$ cat config.mk
export PLATFORM = sky130hd
export DESIGN_NAME = intr_priority_arbiter
export DESIGN_NICKNAME = d
export VERILOG_FILES = /design/src/rtl/intr_arb_pkg.sv /design/src/rtl/intr_gateway.sv /design/src/rtl/intr_priority_arbiter.sv
export SDC_FILE = /design/constraint.sdc
export NUM_CORES = 1
export LEC_CHECK = 0
export ABC_AREA = 1
export CORE_ASPECT_RATIO = 0.75
export CORE_MARGIN = 5
export CORE_UTILIZATION = 40
export DETAILED_ROUTE_END_ITERATION = 8
export GPL_TIMING_DRIVEN = 0
export MAX_ROUTING_LAYER = met4
export SETUP_SLACK_MARGIN = 0.3
export SYNTH_ARGS = -nofsm -noshare
export SYNTH_HDL_FRONTEND = slang
export SYNTH_SLANG_ARGS = --single-unit
$ cat constraint.sdc
create_clock -name clk -period 5.55 [get_ports clk]
set_clock_uncertainty 0.1 [all_clocks]
set_input_delay 1.665 -clock clk [delete_from_list [all_inputs] [get_ports clk]]
set_output_delay 1.665 -clock clk [all_outputs]
set_load 0.005 [all_outputs]
$ cat src/rtl/intr_arb_pkg.sv
// Purpose: shared constants and types for the interrupt priority arbiter.
// Latency: n/a (declarations only).
// Backpressure: n/a.
// Contents: default priority width, register byte offsets within the page, scan FSM state type.
package intr_arb_pkg;

  localparam int PRIO_W_DEF = 3;

  // Byte offsets within the 4 KiB page; decode compares offset bits [11:2].
  localparam logic [11:0] OFF_PRIO    = 12'h000;
  localparam logic [11:0] OFF_THRESH  = 12'h800;
  localparam logic [11:0] OFF_CLAIM   = 12'h804;
  localparam logic [11:0] OFF_PENDING = 12'h808;

  typedef enum logic [0:0] {S_SCAN, S_COMMIT} arb_state_t;

endpackage

$ cat src/rtl/intr_gateway.sv
// Purpose: per-source request gateway holding pending / in_flight state.
// Latency: pending rises one cycle after the qualifying request is sampled.
// Backpressure: none; a request seen while pending or in flight is merged
//   (level mode) or parked in a 1-deep edge_seen bit (edge mode).
// Ports: clk, rst (sync, active-high); irq raw request; claim clears pending and
//   marks in flight; complete ends the in-flight period; pending to the scanner.
// Config: INTR_ARB_EDGE_EN selects rising-edge capture instead of level capture.
module intr_gateway (
  input  logic clk,
  input  logic rst,
  input  logic irq,
  input  logic claim,
  input  logic complete,
  output logic pending
);

  logic pending_q, pending_d;
  logic in_flight_q, in_flight_d;

`ifdef INTR_ARB_EDGE_EN
  logic irq_d_q, irq_d_d;
  logic edge_seen_q, edge_seen_d;
  logic rise;

  always_comb begin
    rise        = irq & ~irq_d_q;
    irq_d_d     = irq;
    pending_d   = pending_q;
    edge_seen_d = edge_seen_q;
    in_flight_d = in_flight_q;
    if (complete) in_flight_d = 1'b0;
    if (claim)    in_flight_d = 1'b1;

    if (claim) begin
      // An edge arriving on the claim cycle belongs to the next service round.
      pending_d = 1'b0;
      if (rise) edge_seen_d = 1'b1;
    end else if (~pending_q & ~in_flight_q & (rise | edge_seen_q)) begin
      pending_d   = 1'b1;
      edge_seen_d = 1'b0;
    end else if (rise & in_flight_q) begin
      edge_seen_d = 1'b1;
    end
  end

  always_ff @(posedge clk) begin
    if (rst) begin
      pending_q   <= 1'b0;
      in_flight_q <= 1'b0;
      irq_d_q     <= 1'b0;
      edge_seen_q <= 1'b0;
    end else begin
      pending_q   <= pending_d;
      in_flight_q <= in_flight_d;
      irq_d_q     <= irq_d_d;
      edge_seen_q <= edge_seen_d;
    end
  end
`else
  always_comb begin
    pending_d   = pending_q;
    in_flight_d = in_flight_q;
    if (complete) in_flight_d = 1'b0;
    if (claim)    in_flight_d = 1'b1;

    // in_flight_q (not _d) gates the set, so a complete and a new request on
    // the same cycle re-pend one cycle later.
    if (claim)
      pending_d = 1'b0;
    else if (irq & ~pending_q & ~in_flight_q)
      pending_d = 1'b1;
  end

  always_ff @(posedge clk) begin
    if (rst) begin
      pending_q   <= 1'b0;
      in_flight_q <= 1'b0;
    end else begin
      pending_q   <= pending_d;
      in_flight_q <= in_flight_d;
    end
  end
`endif

  assign pending = pending_q;

endmodule

$ cat src/rtl/intr_priority_arbiter.sv
// Purpose: memory-mapped interrupt scheduler ranking pending sources by priority.
// Latency: bus gnt 1 cycle after req, rvalid 1 cycle after gnt; request to
//   intr_signal at most 2*(N_SRC-1)+2 cycles (one sweep of N_SRC-1 plus commit, twice).
// Backpressure: one bus access per two cycles (no accept while gnt is high).
// Ports: clk, rst (sync, active-high); data_* slave bus; irq_source raw
//   requests (bit 0 ignored); intr_id / intr_signal committed winner.
// Config: INTR_ARB_EDGE_EN (in intr_gateway) switches gateways to edge capture.
module intr_priority_arbiter
  import intr_arb_pkg::*;
#(
  parameter int          N_SRC     = 32,
  parameter int          PRIO_W    = PRIO_W_DEF,
  parameter logic [19:0] BASE_PAGE = 20'h00023
) (
  input  logic             clk,
  input  logic             rst,
  input  logic             data_req,
  input  logic             data_we,
  input  logic [3:0]       data_be,
  input  logic [31:0]      data_addr,
  input  logic [31:0]      data_wdata,
  output logic             data_gnt,
  output logic             data_rvalid,
  output logic [31:0]      data_rdata,
  input  logic [N_SRC-1:0] irq_source,
  output logic [15:0]      intr_id,
  output logic             intr_signal
);

  localparam int          ID_W    = $clog2(N_SRC);
  localparam int          PEND_W  = (N_SRC < 32) ? N_SRC : 32;
  localparam logic [9:0]  N_SRC_L = 10'(N_SRC);
  localparam logic [ID_W-1:0] LAST_IDX = ID_W'(N_SRC - 1);

  // Bus-side state
  logic              data_gnt_q, data_gnt_d;
  logic              data_rvalid_q, data_rvalid_d;
  logic [31:0]       data_rdata_q, data_rdata_d;
  logic [PRIO_W-1:0] prio_q [N_SRC];
  logic [PRIO_W-1:0] prio_d [N_SRC];
  logic [PRIO_W-1:0] thresh_q, thresh_d;

  // Scanner state
  arb_state_t        state_q, state_d;
  logic [ID_W-1:0]   idx_q, idx_d;
  logic [ID_W-1:0]   best_id_q, best_id_d;
  logic [PRIO_W-1:0] best_prio_q, best_prio_d;
  logic [ID_W-1:0]   intr_id_q, intr_id_d;
  logic              intr_signal_q, intr_signal_d;

  logic [N_SRC-1:0]  pending;
  logic [N_SRC-1:0]  claim_vec;
  logic [N_SRC-1:0]  comp_vec;

  logic              decode, accept;
  logic [9:0]        word_off;
  logic [8:0]        prio_idx;
  logic              hit_prio, hit_thresh, hit_claim, hit_pending;
  logic              claim_fire, complete_fire;
  logic [31:0]       rd_val;

  // Address decode and per-source claim/complete strobes
  always_comb begin
    decode        = (data_addr[31:12] == BASE_PAGE);
    accept        = data_req & decode & ~data_gnt_q;
    word_off      = data_addr[11:2];
    prio_idx      = data_addr[10:2];
    hit_prio      = ~data_addr[11] & (prio_idx != 9'd0) & ({1'b0, prio_idx} < N_SRC_L);
    hit_thresh    = (word_off == OFF_THRESH[11:2]);
    hit_claim     = (word_off == OFF_CLAIM[11:2]);
    hit_pending   = (word_off == OFF_PENDING[11:2]);
    claim_fire    = accept & ~data_we & hit_claim & (intr_id_q != '0);
    complete_fire = accept & data_we & hit_claim;

    claim_vec = '0;
    comp_vec  = '0;
    for (int i = 1; i < N_SRC; i++) begin
      claim_vec[i] = claim_fire & (intr_id_q == ID_W'(i));
      comp_vec[i]  = complete_fire & (data_wdata[15:0] == 16'(i));
    end
  end

  // Register file, read mux and bus handshake
  always_comb begin
    prio_d        = prio_q;
    thresh_d      = thresh_q;
    data_gnt_d    = accept;
    data_rvalid_d = data_gnt_q;
    data_rdata_d  = data_rdata_q;

    rd_val = '0;
    if (hit_prio) begin
      for (int i = 1; i < N_SRC; i++)
        if (prio_idx == 9'(i)) rd_val[PRIO_W-1:0] = prio_q[i];
    end else if (hit_thresh) begin
      rd_val[PRIO_W-1:0] = thresh_q;
    end else if (hit_claim) begin
      rd_val[ID_W-1:0] = intr_id_q;
    end else if (hit_pending) begin
      for (int i = 0; i < PEND_W; i++) rd_val[i] = pending[i];
    end

    if (accept) begin
      data_rdata_d = data_we ? 32'd0 : rd_val;
      if (data_we & data_be[0]) begin
        if (hit_thresh) thresh_d = data_wdata[PRIO_W-1:0];
        if (hit_prio) begin
          for (int i = 1; i < N_SRC; i++)
            if (prio_idx == 9'(i)) prio_d[i] = data_wdata[PRIO_W-1:0];
        end
      end
    end
  end

  // Scanner: one source per cycle, then a single commit cycle
  logic              cand_qual;
  logic              best_claimed;
  logic [ID_W-1:0]   best_id_v;
  logic [PRIO_W-1:0] best_prio_v;

  always_comb begin
    // A source being claimed this cycle still shows pending_q=1; exclude it.
    cand_qual    = pending[idx_q] & (prio_q[idx_q] > thresh_q) & ~claim_vec[idx_q];
    best_claimed = claim_fire & (best_id_q == intr_id_q);
    best_id_v    = best_claimed ? '0 : best_id_q;
    best_prio_v  = best_claimed ? '0 : best_prio_q;

    state_d       = state_q;
    idx_d         = idx_q;
    best_id_d     = best_id_v;
    best_prio_d   = best_prio_v;
    intr_id_d     = intr_id_q;
    intr_signal_d = intr_signal_q;

    if (claim_fire) begin
      intr_id_d     = '0;
      intr_signal_d = 1'b0;
    end

    case (state_q)
      S_SCAN: begin
        // Strict compare with an ascending walk leaves ties with the lower id.
        if (cand_qual && (prio_q[idx_q] > best_prio_v)) begin
          best_id_d   = idx_q;
          best_prio_d = prio_q[idx_q];
        end
        if (idx_q == LAST_IDX) state_d = S_COMMIT;
        else                   idx_d   = idx_q + ID_W'(1);
      end
      S_COMMIT: begin
        intr_id_d     = best_id_v;
        intr_signal_d = (best_id_v != '0);
        best_id_d     = '0;
        best_prio_d   = '0;
        idx_d         = ID_W'(1);
        state_d       = S_SCAN;
      end
      default: begin
        state_d = S_SCAN;
        idx_d   = ID_W'(1);
      end
    endcase
  end

  always_ff @(posedge clk) begin
    if (rst) begin
      data_gnt_q    <= 1'b0;
      data_rvalid_q <= 1'b0;
      data_rdata_q  <= '0;
      prio_q        <= '{default: '0};
      thresh_q      <= '0;
      state_q       <= S_SCAN;
      idx_q         <= ID_W'(1);
      best_id_q     <= '0;
      best_prio_q   <= '0;
      intr_id_q     <= '0;
      intr_signal_q <= 1'b0;
    end else begin
      data_gnt_q    <= data_gnt_d;
      data_rvalid_q <= data_rvalid_d;
      data_rdata_q  <= data_rdata_d;
      prio_q        <= prio_d;
      thresh_q      <= thresh_d;
      state_q       <= state_d;
      idx_q         <= idx_d;
      best_id_q     <= best_id_d;
      best_prio_q   <= best_prio_d;
      intr_id_q     <= intr_id_d;
      intr_signal_q <= intr_signal_d;
    end
  end

  // Source 0 is reserved: no gateway, never pending.
  assign pending[0] = 1'b0;

  for (genvar g = 1; g < N_SRC; g++) begin : g_gw
    intr_gateway u_gw (
      .clk      (clk),
      .rst      (rst),
      .irq      (irq_source[g]),
      .claim    (claim_vec[g]),
      .complete (comp_vec[g]),
      .pending  (pending[g])
    );
  end

  assign data_gnt    = data_gnt_q;
  assign data_rvalid = data_rvalid_q;
  assign data_rdata  = data_rdata_q;
  assign intr_id     = {{(16 - ID_W){1'b0}}, intr_id_q};
  assign intr_signal = intr_signal_q;

  logic unused_bits;
  assign unused_bits = ^{data_be[3:1], data_wdata[31:16], irq_source[0], comp_vec[0]};

endmodule

# Word level (Yosys, flattened, before mapping)
# Index checks and enable logic that the tools add are counted.
# word_totals
ff_bits	212
out_inout_bits	51
# op_classes
n_eq_ne	100
n_reduce_logical	99
muxes	122
n_lt_le_gt_ge	5
bitwise_logic	205
n_addsub	1
# ops
op	n
equality test 16 x 5 -> 1 bit, second input constant	16
equality test 9 x 5 -> 1 bit, second input constant	16
AND 1 bit	137
equality test 16 x 4 -> 1 bit, second input constant	8
AND reduction 4 bit	31
2-to-1 mux 3 bit	37
equality test 5 bit, second input constant	17
equality test 9 x 4 -> 1 bit, second input constant	8
2-to-1 mux 1 bit	67
inverter 1 bit	67
equality test 16 x 3 -> 1 bit, second input constant	4
2-to-1 mux 32 bit	2
nonzero test 2 bit	32
OR reduction 2 bit	31
2-to-1 mux 29 bit	2
equality test 5 x 4 -> 1 bit, second input constant	8
equality test 9 x 3 -> 1 bit, second input constant	4
equality test 16 x 2 -> 1 bit, second input constant	2
equality test 10 bit, second input constant	3
2-to-1 mux 5 bit	6
2-to-1 mux 27 bit	1
equality test 20 x 6 -> 1 bit, second input constant	1
equality test 5 x 3 -> 1 bit, second input constant	4
case mux 5 bit (2 select lines)	2
21 further kinds	26

# Depth between registers and ports, before layout
# logic_depth
depth_word	34
depth_mapped	27

# By module
# Synthesis repeated with hierarchy kept, for this count alone.
# hier_totals
cells_unflattened	1824
hier_area_um2	11881.4
# by_module_without_submodules
mod	area_per_inst_um2	cells_per_inst	instances
intr_priority_arbiter	9282.7	1452	1
intr_gateway	83.8	12	31

# Worst setup path after synthesis
# Ideal clock, no wire load.
# synth_timing
kind	input to register
start	in data_addr[15]
end	reg best_id_q[0]
path_slack_ns	1.137
required_time_ns	5.380
arrival_ns	4.243
setup_time_ns	0.070
path_stages	21
path_buffers	1
cell_sequence	inv_1 -> nand4_1 -> nor3_1 -> and3_1 -> nand2_1 -> nor2_4 -> o21ai_2 -> or4_1 -> clkbuf_1 -> nand2_1 -> ha_1 -> nand2_1 -> nor2_1 -> a211oi_1 -> nor2_1 -> nand3_1 -> a21oi_1 -> nand2_4 -> inv_4 -> o21ai_1 -> a21oi_1
# synth_between
elab_chain_cells	14
elab_cells_between_ends	48
cone_classes	order compare: 1; eq/ne: 1; mux: 6; bitwise: 39; reduce/logical: 1
# synth_lines
item	line_no	text
start, declared	intr_priority_arbiter.sv:20	input logic [31:0] data_addr,
equality test 20 x 6 -> 1 bit (*)	intr_priority_arbiter.sv:64	decode = (data_addr[31:12] == BASE_PAGE);
AND 1 bit (*) (2 in series)	intr_priority_arbiter.sv:65	accept = data_req & decode & ~data_gnt_q;
AND 1 bit (*) (3 in series)	intr_priority_arbiter.sv:72	claim_fire = accept & ~data_we & hit_claim & (intr_id_q != '0);
AND 1 bit	intr_priority_arbiter.sv:78	claim_vec[i] = claim_fire & (intr_id_q == ID_W'(i));
binary-select mux 1 bit (select 5 bit)	intr_priority_arbiter.sv:123	cand_qual = pending[idx_q] & (prio_q[idx_q] > thresh_q) & ~claim_vec[idx_q];
2-to-1 mux 1 bit (not written as such)	intr_priority_arbiter.sv:123	
inverter 1 bit	intr_priority_arbiter.sv:123	
AND 1 bit	intr_priority_arbiter.sv:123	
logical AND 1 bit	intr_priority_arbiter.sv:143	if (cand_qual && (prio_q[idx_q] > best_prio_v)) begin
2-to-1 mux 5 bit (*)	intr_priority_arbiter.sv:143	
case mux 5 bit (2 select lines) (*)	intr_priority_arbiter.sv:140	case (state_q)
end signal, assigned	intr_priority_arbiter.sv:186	best_id_q <= best_id_d;
end, declared	intr_priority_arbiter.sv:46	logic [ID_W-1:0] best_id_q, best_id_d;
# Every way passes the cells marked *; elsewhere a longest branch is shown, timed or not. The select of a mux whose other input is x is not followed.
# A chain may end at the register's enable or synchronous reset.

# Worst setup path after layout
# layout_timing
start	in data_addr[12]
end	reg best_id_q[0]
# Same word-level chain as after synthesis.

==> run_results.csv <==
group,metric,value,unit
floorplan,die_y,153,µm
timing,period_needed,4.93,ns
cells_and_area,nets,1887,
clock_network,ctsHoldBuffers,0,
detailed_routing,routed_via_density,5.54,
timing,final-hold-violation-count,0,
synth,synth_compound_area_frac,0.244,
outcome,status,"complete, no violations",
clock_network,clockRootBuffer,"clkbuf_16",
timing,worstMarginPinSlew,0.944,ns
timing,timing.final.ws_setup,0.618,ns
detailed_routing,drt-initial-drc-count,1332,
detailed_routing,drt_wl_total,44.5,mm
cells_and_area,antennaDiodeCount,0,
synth,synth_edf_count,0,
detailed_routing,drc,0,
detailed_routing,dr.pass1.iters,6,
synth,yosys.area_share.simple,0.244,
cells_and_area,final_util,0.498,
synth,synth_ff_type,"dfxtp_1",
placed_design,io_buffer_count,120,
clock_network,cts_buffer_depth,3,
power_and_ir_drop,ir_drop,228,µV
floorplan,die_w,200,µm
synth,ys_seq_area_frac,0.390,
synth,yosys.area.top_type,"dfxtp_1",
clock_network,cts_sinks,212,
min_path,holdCritPathClass,"register to register",
clock_network,htreeDepth,1,
setup_path,cpPeakStageDelay,0.47,ns
clock_network,insertion_delay,0.53,ns
clock_network,cts_tree,"built",
synth,synthesis.area,10900,µm²
run,drv_cap,0,
clock_network,post_cts_buffers,0,
floorplan,core,26900,µm²
placed_design,routabilityCongestion,1.04,
setup_path,crit_fanout,9,
synth,synthCells,1618,
timing,fmax,0.203,GHz
floorplan,start_util,0.405,
synth,yosys_warnings,0,
setup_path,cpLargestDelayFamily,"simple AND/OR/NAND/NOR gates",
synth,synthAdderAreaFrac,0.00920,
power_and_ir_drop,fin_total_pwr,3.63,mW
setup_path,arrival,5.19,ns
synth,synth_top_area_frac,0.390,
detailed_routing,vias,11900,
synth,ys_top_cells_by_area,"dfxtp_1 39%, a21oi_1 11%, nand2_1 10%",
synth,ys_async_sr_fraction,0,
cells_and_area,fin_area,13400,µm²
grt,antenna_found_initial,0,
cells_and_area,areaGrowthSynthToFinish,22.9,%
synth,yosysMostFrequentCell,"nand2_1",
setup_path,crit_slowest_cell,"clkdlybuf4s50_1",
setup_path,required,5.80,ns
min_path,holdPathStages,2,
synth,ys_top_cells_by_count,"296 x nand2_1, 244 x a21oi_1, 212 x dfxtp_1",
synth,muxShareOfSynthArea,0,
grt,grt_pass1_wl,66.3,mm
grt,grt_max_degree,15,
timing,tns,0,ns
setup_path,rr_worst_depth,18,
cells_and_area,num-fill-cells,2849,
grt,overflow,0,
setup_path,end_kind,"register",
synth,ys_ff_latch,212,
timing,slew_violations,0,
placed_design,placed_area,12600,µm²
clock_network,clk_pin_slew,0.06,ns
setup_path,crit_chain,"clkdlybuf4s50_1 -> nand4_1 -> nor3_1 -> and3_1 -> nand2_1 -> nor2_4 -> o21ai_2 -> or4_1 -> clkbuf_2 -> nand2_1 -> ha_1 -> nand2_1 -> nor2_1 -> a211oi_1 -> nor2_1 -> nand3_1 -> a21oi_2 -> nand2_4 -> inv_4 -> o21ai_1 -> a21oi_1",
setup_path,crit_path_frequent_cell,"nand2_1",
timing,final-setup-viol-count,0,
clock_network,cts_buffers,24,
floorplan,io_pins,155,
timing,relSlewSlack,0.371,
power_and_ir_drop,p_per_area,271,nW/µm²
timing,layout_worst_path_cycle_share,0.889,
synth,synth.distinct_cells,51,
synth,syn_area_per_cell,6.73,µm²
timing,rsz0062_at_grt,"false",
placed_design,hpwl,34.3,mm
floorplan,die-area,30600,µm²
synth,post_synth_xor_area_fraction,0.00483,
detailed_routing,drtAntennaViolNets,0,
power_and_ir_drop,power.leakage,4.86,nW
synth,synth_top_family_by_area,"simple AND/OR/NAND/NOR gates",
grt,grt_usage,0.285,
grt,grt_pass1_vias,10700,
detailed_routing,wl_per_cell,20.8,µm
setup_path,path_buf_inv,3,
setup_path,worst-path-stages,21,
setup_path,cp-start-kind,"input pin",
placed_design,pre_cts_slack,0.0555,ns
floorplan,fp-row-count,52,
setup_path,worstSetupPathType,"input pin to register",
cells_and_area,final_layout_size_suffix_gt1_frac,0.0513,
-- worst register-to-register path: cells and delay by family (launching register included) --
family	cells	cell delay [ns]
and+or+nand+nor	5	0.63
AOI/OAI and AO/OA	7	1.50
buffers and inverters	5	2.02
adders and majority gates	1	0.26
DFF	1	0.32
-- layer usage --
layer / part of all wire / track usage / vias to the layer above
li1: - / - / 5718
met1: 0.49 / 0.441 / 5478
met2: 0.37 / 0.360 / 623
met3: 0.12 / 0.0866 / 57
met4: 0.016 / 0.0478 / 0
met5: 0 / - / -
-- power by group --
group	switching, mW	total, mW	internal [mW]
registers	0.0217	1.57	1.55
clock network	0.676	1.58	0.905
logic	0.313	0.475	0.163
-- cell usage in the layout (no fill, tap or decap), types with 11 or more instances in the layout --
cell and instances:
nand2_1 296, a21oi_1 243, dfxtp_1 212, inv_1 200, o21ai_0 171, nor2_1 136, clkdlybuf4s50_1 120, nand3_1 90
clkbuf_1 65, clkbuf_16 25, o221ai_1 21, nor3_1 20, nand4_1 15, nor3b_1 15, buf_4 14, a211oi_1 11
conb_1 11
-- final cells by class --
cell class / count / area (µm²) / area share
Inverter: 209 / 787 / 0.0589
Sequential cell: 212 / 4240 / 0.317
Clock buffer: 33 / 676 / 0.0505
Clock inverter: 11 / 103 / 0.00767
Tap cell: 351 / 439 / 0.0328
Multi-Input combinational cell: 1119 / 5520 / 0.413
Timing Repair Buffer: 121 / 1210 / 0.0904
Buffer: 88 / 394 / 0.0295
-- sequential cells by signal, indices dropped and copies added, names as in the netlist, 5 cells and up --
name	cells
prio_q	93
data_rdata	32
g_gw.u_gw.in_flight_q	31
g_gw.u_gw.pending	31
best_id_q	5
idx_q	5
intr_id_q	5
-- final timing paths --
path	start	to	slack [ns]
setup / recovery	data_addr[12]	best_id_q[0]	0.62
hold / removal	data_rdata[5]	data_rdata[5]	0.36
setup reg to reg	idx_q[1]	best_id_q[0]	0.65
hold reg to reg	data_rdata[5]	data_rdata[5]	0.36
-- kinds of logic after synthesis --
logic type               count (synthesis)
AO/OA/AOI/OAI                          486
other                                    1
buffers and inverters                  297
adder cells (fa/ha/maj)                  8
flip-flops                             212
XOR/XNOR                                 6
AND/OR/NAND/NOR                        608
-- stage by stage --
step	hold WS [ns]	instances
finish	0.363	2144
global route	0.382	2144
CTS	0.363	2144
detailed placement	0.356	2100
global placement	0.350	2099
floorplan	0.337	1628
-- repair_timing --
action	in CTS	in global routing
gates cloned	0	0
gates resized for setup	1	11
endpoints found under the setup margin	4	8
No activity file was read; power rests on OpenSTA's default activity.
